### src/rtl/rgf_pkg.sv
// Shared constants and types for the register-file dump streamer.
// Optional checksum word is enabled by defining RGF_DUMP_CHECKSUM_EN.
package rgf_pkg;

  localparam int NUM_REGS  = 32;
  localparam int XLEN      = 32;
  localparam int RGF_IDX_W = 5;
  localparam int SNAP_W    = NUM_REGS * XLEN;

  typedef enum logic [1:0] {
    IDLE = 2'd0,
    SEND = 2'd1,
    SUM  = 2'd2
  } rgf_dump_state_t;

  // Select one XLEN-bit word out of a flattened snapshot.
  function automatic logic [XLEN-1:0] snap_word(input logic [SNAP_W-1:0]    snap,
                                                input logic [RGF_IDX_W-1:0] idx);
    return snap[int'(idx)*XLEN +: XLEN];
  endfunction

endpackage

### src/rtl/rgf_dump_streamer.sv
// Register-file snapshot streamer: captures the flattened 32x32 state in one
// cycle on start, then emits r0..r31 over valid/ready. With RGF_DUMP_CHECKSUM_EN
// defined, a 33rd word carries the XOR of all captured words.
//
// state | meaning
// IDLE  | waiting for start; done pulses here after a dump
// SEND  | presenting snapshot word[cnt_q]
// SUM   | presenting the XOR checksum (checksum build only)
module rgf_dump_streamer
  import rgf_pkg::*;
(
  input  logic                 clk,
  input  logic                 reset,
  input  logic                 start,
  input  logic [SNAP_W-1:0]    snap_in,
  output logic                 busy,
  output logic                 m_valid,
  input  logic                 m_ready,
  output logic [XLEN-1:0]      m_data,
  output logic [RGF_IDX_W-1:0] m_index,
  output logic                 m_is_sum,
  output logic                 m_last,
  output logic                 done
);

  localparam logic [RGF_IDX_W-1:0] LAST_IDX = RGF_IDX_W'(NUM_REGS - 1);

  rgf_dump_state_t      state_q, state_d;
  logic [RGF_IDX_W-1:0] cnt_q, cnt_d;
  logic [SNAP_W-1:0]    snap_q, snap_d;
  logic                 done_q, done_d;
  logic                 hs;

  assign hs   = m_valid & m_ready;
  assign done = done_q;

`ifdef RGF_DUMP_CHECKSUM_EN
  logic [XLEN-1:0] sum;

  // XOR fold of the frozen snapshot, presented as the trailing checksum word.
  always_comb begin
    sum = '0;
    for (int i = 0; i < NUM_REGS; i++) begin
      sum = sum ^ snap_q[i*XLEN +: XLEN];
    end
  end
`endif

  // Control state, word counter and done pulse; synchronous active-low reset.
  always_ff @(posedge clk) begin
    if (!reset) begin
      state_q <= IDLE;
      cnt_q   <= '0;
      done_q  <= 1'b0;
    end else begin
      state_q <= state_d;
      cnt_q   <= cnt_d;
      done_q  <= done_d;
    end
  end

  // Snapshot storage; only written on an accepted start, so no reset needed.
  always_ff @(posedge clk) begin
    snap_q <= snap_d;
  end

  // Next-state and output decode.
  always_comb begin
    state_d  = state_q;
    cnt_d    = cnt_q;
    snap_d   = snap_q;
    done_d   = 1'b0;
    busy     = 1'b0;
    m_valid  = 1'b0;
    m_data   = '0;
    m_index  = '0;
    m_is_sum = 1'b0;
    m_last   = 1'b0;

    case (state_q)
      IDLE: begin
        if (start) begin
          snap_d  = snap_in;
          cnt_d   = '0;
          state_d = SEND;
        end
      end

      SEND: begin
        busy    = 1'b1;
        m_valid = 1'b1;
        m_data  = snap_word(snap_q, cnt_q);
        m_index = cnt_q;
`ifndef RGF_DUMP_CHECKSUM_EN
        m_last  = (cnt_q == LAST_IDX);
`endif
        if (hs) begin
          if (cnt_q == LAST_IDX) begin
`ifdef RGF_DUMP_CHECKSUM_EN
            state_d = SUM;
`else
            state_d = IDLE;
            done_d  = 1'b1;
`endif
          end else begin
            cnt_d = cnt_q + 1'b1;
          end
        end
      end

`ifdef RGF_DUMP_CHECKSUM_EN
      SUM: begin
        busy     = 1'b1;
        m_valid  = 1'b1;
        m_data   = sum;
        m_is_sum = 1'b1;
        m_last   = 1'b1;
        if (hs) begin
          state_d = IDLE;
          done_d  = 1'b1;
        end
      end
`endif

      default: begin
        state_d = IDLE;
      end
    endcase
  end

endmodule

### config.mk
export PLATFORM = sky130hd
export DESIGN_NAME = rgf_dump_streamer
export DESIGN_NICKNAME = d
export VERILOG_FILES = /design/src/rtl/rgf_pkg.sv /design/src/rtl/rgf_dump_streamer.sv
export SDC_FILE = /design/constraint.sdc
export NUM_CORES = 1
export LEC_CHECK = 0
export CAP_MARGIN = 20
export CORE_AREA = 2 2 413 415
export CTS_BUF_LIST = sky130_fd_sc_hd__clkbuf_8
export DETAILED_ROUTE_END_ITERATION = 6
export DIE_AREA = 0 0 415 417
export PLACE_DENSITY_LB_ADDON = 0.15
export RECOVER_POWER = 100
export SETUP_SLACK_MARGIN = 0.15
export SYNTH_ARGS = -nofsm -noshare
export SYNTH_HDL_FRONTEND = slang
export SYNTH_SLANG_ARGS = --single-unit
### constraint.sdc
create_clock -name clk -period 22.9 [get_ports clk]
set_input_delay 2.29 -clock clk [delete_from_list [all_inputs] [get_ports clk]]
set_output_delay 2.29 -clock clk [all_outputs]
set_load 0.03 [all_outputs]
==> flow_summary.yaml, run 1 <==
status:
  status: "finished with violations"
  violations: "max-capacitance violations, max-slew violations"
min_path:
  min_path_type: "register to register"
  hp-start: "cnt_q[4]"
  min_to: "cnt_q[4]"
  holdPathStages: 2
grt:
  first_global_vias: 25086
  busiest_layer: "met2"
  grt_antenna_before_repair: 338
  gr-usage-all-layers_pct: 18.8
  grt_max_degree: 188
  met3_usage_pct: 5.45
  grtUsageMet1_pct: 22.2
  grt_pass1_wl_mm: 218
  met2_usage_pct: 32.1
  grt.overflow.total: 0
layout:
  utilization_pct: 33.3
  design_area_um2: 56100
  drive_gt1_share_pct: 11.0
  fin_nets: 4151
  syn_to_final_growth_pct: 42.2
floorplan:
  rows: 151
  io_pins: 1070
  core_um2: 169000
  dieWidth_um: 415
  start_util_pct: 23.4
  die_area_um2: 173000
  die_y_um: 417
drt:
  dr.first_iter.drc_count: 2278
  drc: 0
  ant_nets: 0
  dr.pass1.iters: 6
  post_drt_wl_per_cell_um: 30.0
  via_count: 24835
  finalWirelength_mm: 167
  viasPerCell: 4.45
pwr:
  vdd_drop_max_uv: 44.4
  power.density_nw_per_um2: 74.3
  leakagePower_nw: 18.0
synthesis:
  synth_area_um2: 39500
  yosysTopAreaCell: "edfxtp_1"
  synth-compound-area-share_pct: 5.02
  ys_top_cells_by_area: "edfxtp_1 (78%), mux2i_1 (8.1%), mux4_2 (5.5%)"
  syn_nets: 2959
  ys_seq_area_share_pct: 78.3
  synthFlopType: "edfxtp_1"
  ys_ff_latch: 1031
  yosys.area_share.simple_pct: 1.04
  async_reset_ff_share_pct: 0
  synth_cells: 1929
  synth-edff-count: 1024
  synth_top_area_share_pct: 77.9
  synthMostInstantiatedCell: "edfxtp_1"
  synth-xor-area-share_pct: 0.0444
  ys_warn_count: 0
  synth_top_family_by_area: "multiplexers"
  synth_cell_type_count: 37
  synthAdderAreaFrac_pct: 0.0634
  avgSynthCellArea_um2: 20.5
  yosys-top-cells-count: "edfxtp_1 (1024), mux2i_1 (318), a22oi_1 (159)"
  synthMuxAreaShare_pct: 13.6
timing:
  setup_ws_ns: 8.72
  timing.fmax_mhz: 70.5
  clock_skew_ns: 0.0320
  finalCriticalPeriod_ns: 14.18
  setup-violations-final: 0
  drv_slew: 992
  relSlewSlack_pct: -553
  fin_setup_tns_ns: 0
  period_share_pct: 61.9
  hold_viol: 0
  tightestPinTransition_ns: 9.80
  rsz0062_at_grt: "false"
clock_tree:
  hold_buffers: 0
  cts_buffers: 190
  clock-sinks: 1031
  clock_latency_ns: 0.94
  clkTransAtPathRegs_ns: 0.06
  post-cts-setup-buffer-count: 0
  root_buffer: "clkbuf_8"
  cts_resized: 0
  htree_levels: 4
  clockBufferDepth: 3
  cts_tree: "yes"
worst_setup_path:
  cp_slowest_cell: "clkbuf_1"
  startpoint_type: "input pin"
  endpoint_kind: "register"
  cp_data_required_time_ns: 23.11
  critPathMaxStageDelay_ns: 7.04
  critPathKind: "input pin to register"
  reg2reg_setup_slack_ns: 9.70
  crit_chain: "dlygate4sd3_1, nand2b_1, clkinvlp_2, clkbuf_1, clkbuf_1"
  cpMostUsedCell: "clkbuf_1"
  cp_max_fo: 187
  critPathArrivalTime_ns: 14.39
  reg2reg_to: "snap_q[416]"
  r2r_start: "state_q[0]"
  r2r_cells: 4
placed_design:
  dp_slack_ns: 15.31
  place_area_um2: 52600
  place.gp.congestion: 0.824
  portBuffers: 1068
  dp.final_hpwl_mm: 125
flow_run:
  cap_violations: 16
## state kept, by name (all words and copies together) (netlist names)
signal	cells
state_q	1
cnt_q	5
done	1
snap_q	1024
## cells by family (layout without fill, tap and decap cells)
group / Yosys count / count (layout)
buffers and inverters: 118 / 1458
muxes: 415 / 415
xor gates and xnor gates: 2 / 2
DFF: 1031 / 1031
adders and majority gates: 2 / 2
AOI/OAI and AO/OA: 292 / 292
other: 1 / 99
and+or+nand+nor: 68 / 68
## through the flow
step | hold slack, ns | total power (W) | cells
2_1_floorplan | 0.536 | 0.00242 | 1929
3_3_place_gp | 0.664 | 0.00263 | 5146
3_5_place_dp | 0.668 | 0.00263 | 5147
4_1_cts | 0.675 | 0.00427 | 5487
5_1_grt | 0.737 | 0.00435 | 5550
6_report | 0.667 | 0.00417 | 5585
## layer usage
layer / up-vias / routed length (um)
li1: 10579 / -
met1: 12191 / 65400
met2: 1353 / 83100
met3: 664 / 11300
met4: 48 / 7300
met5: - / 298
## worst max-delay path, delay by kind of cell
kind / cells / cell delay (ns)
buffers and inverters: 4 / 11.61
and+or+nand+nor: 1 / 0.17
## how the worst max path moves through the flow
stage          startpoint          end  slack [ns]  depth (start not counted)
2_1_floorplan       start    snap_q[0]        4.59                          2
3_3_place_gp     cnt_q[2]    m_data[2]       15.31                          7
3_5_place_dp     cnt_q[2]    m_data[0]       15.31                          8
4_1_cts          cnt_q[2]    m_data[0]       14.24                          8
5_1_grt             start  snap_q[416]        7.35                          5
6_report            start  snap_q[416]        8.72                          5
## layout by cell type (no fill, tap or decap), types with 6 or more instances in the layout
cell                n
dlygate4sd3_1    1059
clkinv_2            9
clkdlybuf4s50_1     9
mux2i_1           318
edfxtp_1         1024
clkbuf_1           16
diode_2            98
a22oi_1           159
inv_1              66
nor4_1             31
o22ai_1            32
clkinvlp_4          8
dfxtp_1             6
buf_4              31
clkinv_1           56
mux4_2             97
o211ai_1           31
clkbuf_8          191
a21oi_1            65
## power by group
part | total [W] | switching, W | internal [W]
clock network | 0.00161 | 0.000806 | 0.000807
registers | 0.00225 | 0.0000374 | 0.00222
logic | 0.000305 | 0.000143 | 0.000162
total | 0.00417 | 0.000987 | 0.00319
## layout make-up
cell class,instances,area [um2]
tap,2218,2780
clock inverter,149,724
clock buffer,191,2630
sequential,1031,30900
inverter,1,5.00
timing repair buffer,1117,11000
multi-input combinational,780,7840
fill,16587,112000
antenna,98,245
Power figures use the tool's default switching activity.
==> run 2: changes to the inputs <==
- clock period: 22.9 -> 14.61 ns (I/O delays scaled with it)
==> run 2 against run 1 <==
  * The run still ends with max-capacitance violations, max-slew violations left
  * Die area unchanged
  * Hold slack better by 0.021 ns
  * Combinational power up 56%
  * Core utilization about the same
  * Sequential share of layout area down 0.062 points
  * Wire length down 0.97%
  * Sequential cell count unchanged
  * Worst setup slack worse by 4.4 ns
  * Clock skew up 0.0031 ns
  * Total power up 57%
  * Register-to-register slack worse by 4.7 ns
  * Highest routed layer unchanged
==> flow_summary.yaml, run 2 (synthesis results as in run 1) <==
worst_setup_path:
  critPathKind: "register to output pin"
  cpMostUsedCell: "buf_4"
  crit_chain: "clkbuf_1, buf_4, buf_4, mux2i_1, a22oi_1, a21oi_1, buf_4, nor4_1, dlygate4sd3_1"
  startpoint_type: "register"
  reg2reg_setup_slack_ns: 5.00
  critPathArrivalTime_ns: 8.83
  critPathMaxStageDelay_ns: 2.27
  cp_max_fo: 53
  cp_data_required_time_ns: 13.15
  endpoint_kind: "output pin"
  cp_slowest_cell: "clkbuf_1"
clock_tree:
  cts_tree: "yes"
  hold_buffers: 0
  cts_resized: 0
  root_buffer: "clkbuf_8"
  clock-sinks: 1031
  clock_latency_ns: 0.98
  clkTransAtPathRegs_ns: 0.05
  post-cts-setup-buffer-count: 0
  clockBufferDepth: 3
  cts_buffers: 189
  htree_levels: 4
timing:
  rsz0062_at_grt: "false"
  setup-violations-final: 0
  timing.fmax_mhz: 97.2
  hold_viol: 0
  tightestPinTransition_ns: 9.17
  drv_slew: 913
  fin_setup_tns_ns: 0
  relSlewSlack_pct: -511
  finalCriticalPeriod_ns: 10.29
  whs_ns: 0.688
  period_share_pct: 70.4
  clock_skew_ns: 0.0351
floorplan:
  die_area_um2: 173000
  io_pins: 1070
  rows: 151
  core_um2: 169000
  dieWidth_um: 415
  start_util_pct: 23.4
  die_y_um: 417
placed_design:
  dp.final_hpwl_mm: 123
  place.gp.congestion: 0.799
  place_area_um2: 52700
  portBuffers: 1068
layout:
  syn_to_final_growth_pct: 42.4
  drive_gt1_share_pct: 11.5
  seqCellArea_um2: 30900
  fin_nets: 4153
  regMostFlops: "snap_q"
  multiInputGateArea_um2: 7850
  largest_reg_flops: 1024
  layout_commonest_cell: "dlygate4sd3_1"
  fillers: 16478
  reg_top3: "snap_q: 1024 flops, cnt_q: 5 flops"
  design_area_um2: 56200
  final_cell_mix: "dlygate4sd3_1 (1058), edfxtp_1 (1024), mux2i_1 (318), clkbuf_8 (189), a22oi_1 (159)"
pwr:
  power.density_nw_per_um2: 116
  leakagePower_nw: 18.0
  vdd_drop_max_uv: 84.8
drt:
  dr.first_iter.drc_count: 2167
  dr.pass1.iters: 5
  drc: 0
  post_drt_wl_per_cell_um: 29.7
  ant_nets: 0
  viasPerCell: 4.45
  via_count: 24852
  finalWirelength_mm: 166
grt:
  grt_max_degree: 185
  grt_pass1_wl_mm: 217
  gr-usage-all-layers_pct: 18.7
  grt_antenna_before_repair: 329
  grt.overflow.total: 0
  first_global_vias: 25162
status:
  status: "finished with violations"
  violations: "max-capacitance violations, max-slew violations"
min_path:
  min_path_type: "register to register"
flow_run:
  cap_violations: 14
[run 2: cell count changes in the layout (fill, tap and decap cells not counted), moves of 3 or more]
cell      previous run  this run
clkinv_1            56        42
diode_2             98       105
clkinv_2             9        15
buf_4               31        34
clkbuf_1            16        13
[run 2: worst max-delay path: cells and delay by family, from the launching register on]
kind	cells	cell delay, ns
flops	1	1.66
simple gates	1	0.06
mux	1	0.28
compound gates	2	0.72
buf+inv	5	5.00
[run 2: area by class of cell]
type / instances / area share [%]
flip-flops and latches: 1031 / 55.0
clock buffers: 189 / 4.63
diodes: 105 / 0.468
clock inverters: 141 / 1.31
repair buffers: 1120 / 19.7
multi-input cells: 780 / 14.0
inverters: 1 / 0.00891
well taps: 2218 / 4.94
[run 2: per-layer routing]
| layer | part of all wire (%) | vias up | routed length, um | track usage, % |
|---|---|---|---|---|
| met5 | 0.25 | - | 407 | 0 |
| met3 | 7.6 | 633 | 12500 | 6.01 |
| li1 | - | 10586 | - | - |
| met4 | 4.0 | 70 | 6640 | 6.56 |
| met1 | 39 | 12167 | 64300 | 21.9 |
| met2 | 49 | 1396 | 81900 | 31.9 |
[run 2: per-stage QoR]
| stage | util [%] | worst slack, ns | power, W | std cells |
|---|---|---|---|---|
| after floorplan | - | -2.74 | 0.00380 | 1929 |
| after global placement | 31.2 | 7.51 | 0.00411 | 5146 |
| after detailed placement | 31.2 | 7.86 | 0.00411 | 5149 |
| after CTS | 33.2 | 6.71 | 0.00669 | 5479 |
| after global routing | 33.3 | 3.49 | 0.00681 | 5530 |
| final | 33.3 | 4.32 | 0.00654 | 5585 |
[run 2: worst paths after layout]
| kind | start | endpoint | cells past startpoint |
|---|---|---|---|
| worst max register to register | state_q[0] | snap_q[184] | 4 |
| worst min register to register | cnt_q[4] | cnt_q[4] | 2 |
| worst min-delay path | cnt_q[4] | cnt_q[4] | 2 |
| worst max-delay path | cnt_q[2] | m_data[17] | 9 |
[run 2: where the power goes]
part | switching [W] | leakage, nW | internal (W)
logic | 0.000224 | 6.26 | 0.000253
registers | 0.0000550 | 9.81 | 0.00347
clock network | 0.00127 | 1.93 | 0.00126
==> run 3: changes to the inputs <==
- clock period: 14.61 -> 8.7 ns (I/O delays scaled with it)
==> run 3 against run 2 <==
  * The run still ends with max-capacitance violations, max-slew violations left
  * Clock-buffer cell count grew 3
  * Worst setup slack lost 2.9 ns
  * Register-to-register slack lost 3.0 ns
  * Critical path depth shrank 3
  * Final area is essentially flat
  * Via count shrank 0.47%
  * Total power grew 68%
  * Sequential power grew 67%
  * Critical endpoint is now m_data[26]
  * Largest cell class unchanged
==> flow_summary.yaml, run 3 (synthesis results as in run 1) <==
pwr:
  clockPowerShare_pct: 38.9
  vdd_drop_max_uv: 152
  p_sw_w: 0.00259
  power_frac_comb_pct: 7.3
  swShare_pct: 23.5
  power.density_nw_per_um2: 195
  internal_power_w: 0.00840
  pwr-share-seq_pct: 53.8
  leakagePower_nw: 18.0
clock_tree:
  htree_levels: 4
  hold_buffers: 0
  clock_latency_ns: 0.92
  post-cts-setup-buffer-count: 0
  root_buffer: "clkbuf_8"
  cts_resized: 0
  cts_tree: "yes"
  clock-sinks: 1031
  clockBufferDepth: 3
  cts_buffers: 188
  clkTransAtPathRegs_ns: 0.06
min_path:
  min_path_type: "input pin to register"
placed_design:
  place.gp.congestion: 0.823
  portBuffers: 1068
  dp_slack_ns: 3.42
  dp.final_hpwl_mm: 123
layout:
  largest_reg_flops: 1024
  final_cell_mix: "dlygate4sd3_1 (1056), edfxtp_1 (1024), mux2i_1 (318), clkbuf_8 (192), a22oi_1 (159)"
  layout_commonest_cell: "dlygate4sd3_1"
  fin_nets: 4144
  syn_to_final_growth_pct: 42.4
  regMostFlops: "snap_q"
  drive_gt1_share_pct: 11.4
  reg_top3: "snap_q: 1024 flops, cnt_q: 5 flops"
  fillers: 16512
drt:
  dr.first_iter.drc_count: 1982
  dr.pass1.iters: 7
  post_drt_wl_per_cell_um: 29.6
  finalWirelength_mm: 165
  viasPerCell: 4.44
  drc: 0
  via_count: 24735
  ant_nets: 0
grt:
  grt.overflow.total: 0
  grt_max_degree: 177
  grt_antenna_before_repair: 331
  gr-usage-all-layers_pct: 18.6
  first_global_vias: 25178
  grt_pass1_wl_mm: 216
timing:
  hold_viol: 0
  period_share_pct: 83.2
  setup_ws_ns: 1.46
  setup-violations-final: 0
  relSlewSlack_pct: -166
  timing.fmax_mhz: 138
  finalCriticalPeriod_ns: 7.24
  fin_setup_tns_ns: 0
  drv_slew: 802
  whs_ns: 0.558
  tightestPinTransition_ns: 3.99
  rsz0062_at_grt: "false"
  clock_skew_ns: 0.0305
status:
  status: "finished with violations"
  violations: "max-capacitance violations, max-slew violations"
floorplan:
  die_y_um: 417
  die_area_um2: 173000
  rows: 151
  dieWidth_um: 415
  core_um2: 169000
  io_pins: 1070
  start_util_pct: 23.4
worst_setup_path:
  cp_data_required_time_ns: 7.83
  cp_max_fo: 108
  critPathArrivalTime_ns: 6.37
  critPathMaxStageDelay_ns: 1.62
  critPathKind: "register to output pin"
  endpoint_kind: "output pin"
  startpoint_type: "register"
  cp_slowest_cell: "clkbuf_4"
  crit_chain: "clkbuf_4, mux2i_1, a22oi_1, a21oi_1, nor4_1, dlygate4sd3_1"
flow_run:
  cap_violations: 11
[run 3: critical path, delay by kind of cell (launching register included)]
kind	cells	cell delay, ns
and+or+nand+nor	1	0.78
AOI/OAI and AO/OA	2	0.72
buffers and inverters	2	2.47
DFF	1	0.87
muxes	1	0.29
[run 3: path summary, 6_finish.rpt]
check / from / end / slack, ns / cells past startpoint
hold reg to reg: cnt_q[4] / cnt_q[4] / 0.66 / 2
setup reg to reg: state_q[0] / snap_q[660] / 2.00 / 5
hold / removal: snap_in[67] / snap_q[67] / 0.56 / 1
setup / recovery: cnt_q[2] / m_data[26] / 1.46 / 6
[run 3: cell type report]
type	count	area [um2]	area share [%]
flip-flops and latches	1031	30900	55.0
repair buffers	1112	11100	19.7
multi-input cells	780	7870	14.0
well taps	2218	2780	4.94
clock buffers	192	2640	4.70
clock inverters	141	712	1.27
diodes	99	248	0.441
inverters	1	5.00	0.00890
[run 3: power groups by stage]
stage	combinational, W	clock [W]	sequential (W)
2_1_floorplan	0.000256	0	0.00613
3_3_place_gp	0.000914	0	0.00600
3_5_place_dp	0.000919	0	0.00599
4_1_cts	0.000923	0.00445	0.00589
5_1_grt	0.000865	0.00465	0.00593
6_report	0.000806	0.00427	0.00591
[run 3: per-stage QoR]
| stage | total power, W | instance area [um2] | cells | util (%) |
|---|---|---|---|---|
| 2_1_floorplan | 0.00638 | 39500 | 1929 | - |
| 3_3_place_gp | 0.00691 | 52600 | 5139 | 31.2 |
| 3_5_place_dp | 0.00691 | 52700 | 5142 | 31.2 |
| 4_1_cts | 0.0113 | 56000 | 5475 | 33.2 |
| 5_1_grt | 0.0114 | 56100 | 5534 | 33.3 |
| 6_report | 0.0110 | 56200 | 5574 | 33.4 |
[run 3: layer usage]
layer	GRT usage [%]	share of wire, %	vias up
met3	5.80	7.3	674
met1	21.7	38	12111
li1	-	-	10570
met5	0	0.25	-
met4	8.11	4.4	72
met2	31.3	50	1308
==> RTL change 1: new RTL, settings of run 3 <==
Set the package constant `NUM_REGS` to 16 (it was 32).
--- a/src/rtl/rgf_pkg.sv
+++ b/src/rtl/rgf_pkg.sv
@@ -2,7 +2,7 @@
 // Optional checksum word is enabled by defining RGF_DUMP_CHECKSUM_EN.
 package rgf_pkg;
 
-  localparam int NUM_REGS  = 32;
+  localparam int NUM_REGS  = 16;
   localparam int XLEN      = 32;
   localparam int RGF_IDX_W = 5;
   localparam int SNAP_W    = NUM_REGS * XLEN;
Interface: changed (resized snap_in); port bits go from 1070 to 558. The function was not compared with the original's and may differ.
==> RTL change 1 against run 3 <==
The run still ends with max-capacitance violations, max-slew violations left; combinational power shrank 37%; synthesized cell count fell by 43%; power fell by 46%; global-route usage decreased by 8.5 points; setup slack better by 590 ps; area after synthesis is 49% lower; cell area is 46% lower; clock power shrank 43%; sequential power down 50%; critical path depth is 2 lower; sequential cell count shrank 512; routed wire length is 46% lower; register-to-register slack gained 50 ps; largest power group unchanged.
==> RTL change 1: results <==
[synth]
synthTopCellsByArea = "edfxtp_1, mux2i_1, a22oi_1"
ys_seq_area_frac = 0.764
synth_cells = 1093
synthTopCellsByCount = "edfxtp_1, mux2i_1, a22oi_1"
syn-num-nets = 1611

[critical_path]
path_max_fanout = 169
reg2reg_depth = 4
worstSetupStartpoint = "state_q[0]"
crit_slowest_cell = "clkdlybuf4s25_1"
rrSetupSlack_ps = 2050
cp.arrival_ps = 7060

[place]
dp_hpwl_mm = 64.9
port_buffers = 556
place_area_mm2 = 0.0283
place_inst = 3822

[final_layout]
drive_above_1_share = 0.0902
layout.cells.non_filler = 4038
largest_registers = "snap_q: 512 flops, cnt_q: 5 flops"
nets = 2230

[global_routing]
grt_pass1_wl_mm = 117
antenna_found_initial = 171
grt_usage = 0.100

[power_and_ir_drop]
p_sw_w = 0.00148
ir_worst_vdd_mv = 0.0987
pwr_density_cell_mw_per_mm2 = 195

[hold_path]
hold_end = "cnt_q[3]"
hold_depth = 2
hold_class = "register to register"

[timing]
maxSlewViolCount = 316

[detailed_routing]
drt_iter0_drc = 862
wl_per_cell_um = 22.0

[outcome]
status = "finished, violations left"
violations = "max-capacitance violations, max-slew violations"

[flow_run]
max_cap_viol_count = 3

[clocking]
cts_made_buffers = 106
htree_levels = 3
[RTL change 1: metal layers]
metal / vias to the layer above / GRT usage / routed length, µm
li1: 5695 / - / -
met1: 6239 / 0.100 / 30900
met2: 626 / 0.203 / 50600
met3: 406 / 0.0206 / 3540
met4: 2 / 0.0322 / 3820
met5: - / 0 / 16
[RTL change 1: cells by family (layout without fill, tap and decap cells)]
logic type	Yosys count	after routing	synth area share
fa+ha+maj	2	2	0.00123
mux	249	249	0.128
other cells	1	24	0.000185
compound gates	165	165	0.0586
flops	519	519	0.764
xor+xnor	3	3	0.00129
simple gates	87	87	0.0190
buf+inv	67	771	0.0285
[RTL change 1: layout make-up]
class | instances | area share
Antenna cell | 23 | 0.00190
Clock buffer | 109 | 0.0495
Clock inverter | 84 | 0.0156
Inverter | 3 | 0.000413
Multi-Input combinational cell | 507 | 0.140
Sequential cell | 519 | 0.512
Tap cell | 2218 | 0.0915
Timing Repair Buffer | 575 | 0.189
==> RTL change 2: new RTL, settings of run 3 <==
Made on the original files. Reset style: asynchronous (`reset`), changed in one clocked block. Comments in the files are not updated.
--- a/src/rtl/rgf_dump_streamer.sv
+++ b/src/rtl/rgf_dump_streamer.sv
@@ -47,7 +47,7 @@
 `endif
 
   // Control state, word counter and done pulse; synchronous active-low reset.
-  always_ff @(posedge clk) begin
+  always_ff @(posedge clk or negedge reset) begin
     if (!reset) begin
       state_q <= IDLE;
       cnt_q   <= '0;
Check against the original RTL: not settled (the Yosys comparison gave no result); the edit may change what the design does.
==> RTL change 2 against run 3 <==
The flow still finishes with violations (max-capacitance violations, max-slew violations); cell area shrank 0.43%; area after synthesis shrank 0.68%; die area is the same; routed wire length shrank 6.4%; setup slack gained 34 ps; sequential cell count is the same; first-iteration DRC count grew 2.9%; synthesized cell count shrank 15%; largest cell class unchanged.
Power is not compared: it rests on default switching activity, and its combinational part moved more than twofold at a synthesized area within 25%.
==> RTL change 2: results <==
[outcome]
status = "finished, violations left"
violations = "max-capacitance violations, max-slew violations"

[synth]
synth_fa_ha_area_frac = 0.000638
synthTopCellsByCount = "edfxtp_1, mux4_2, mux2i_1"
ys_seq_area_frac = 0.789
synth.distinct_cells = 30
avgSynthCellArea_um2 = 23.8
synthTopCellsByArea = "edfxtp_1, mux4_2, mux2i_1"
synth_top_family_by_area = "multiplexers"
synth-xor-area-share = 0.000670
syn-num-nets = 2678
synth_mux_area_frac = 0.163
synth-compound-area-share = 0.0235

[critical_path]
worstSetupStartpoint = "cnt_q[2]"
r2r-end = "snap_q[649]"
r2r-start = "state_q[0]"
cp.arrival_ps = 6330
path_max_fanout = 24
crit_slowest_cell = "clkbuf_1"
crit_path_end = "m_data[24]"
critPathMaxStageDelay_ps = 1720
rrSetupSlack_ps = 1760

[final_layout]
n_all_buffers = 1098
multi_input_area_share = 0.139
clockNetworkAreaShare = 0.0599
buffer_area_frac = 0.195
multi_input_gates = 517
n_antenna_cell = 84
n_sequential_cell = 1031
sh_seq_area = 0.553
nets = 3865
regArea_mm2 = 0.0309
drive_above_1_share = 0.173

[place]
place_area_mm2 = 0.0525
dp_hpwl_mm = 114
gp_congestion = 0.830
place_inst = 4863
dp_slack_ps = 3560

[timing]
worst_pin_slew_ps = 3680
fin_worst_skew_ps = 29.3
setup_slack_ps = 1500
hold_ws_ps = 327
maxSlewViolCount = 1041

[detailed_routing]
drt_iter0_drc = 2039
num_vias = 23550
viasPerCell = 4.46
wl_per_cell_um = 29.2
drtPass1Iterations = 5

[global_routing]
grt_pass1_wl_mm = 207
antenna_found_initial = 320
grt_max_degree = 195
grt_usage = 0.175
grt_pass1_vias = 24717

[hold_path]
hold_class = "input port to async pin"

[flow_run]
max_cap_viol_count = 11

[clocking]
cts_made_buffers = 186
clk_latency_ps = 880
-- RTL change 2: cell types whose count changed in the layout (fill, tap and decap cells not counted), moves of 29 or more --
cell | run 3 | this run
a22oi_1 | 159 | 0
and2_1 | 5 | 35
o21ai_0 | 3 | 33
nor4_1 | 29 | 0
o221ai_1 | 0 | 32
mux2i_1 | 318 | 64
o211ai_1 | 31 | 0
o22ai_1 | 32 | 0
a21oi_1 | 63 | 32
mux4_2 | 97 | 256
-- RTL change 2: critical path: cells and delay by family (launching register included) --
| family | cells | cell delay (ps) |
|---|---|---|
| AO/OA/AOI/OAI | 1 | 780 |
| buffers and inverters | 2 | 2420 |
| flip-flops | 1 | 1710 |
| multiplexers | 1 | 260 |
| AND/OR/NAND/NOR | 1 | 230 |
-- RTL change 2: metal layers --
metal,track usage,up-vias,share of wire
met5,0,-,0.0026
met4,0.0535,68,0.036
met3,0.0530,630,0.073
met2,0.313,1390,0.52
met1,0.200,11848,0.37
li1,-,9614,-
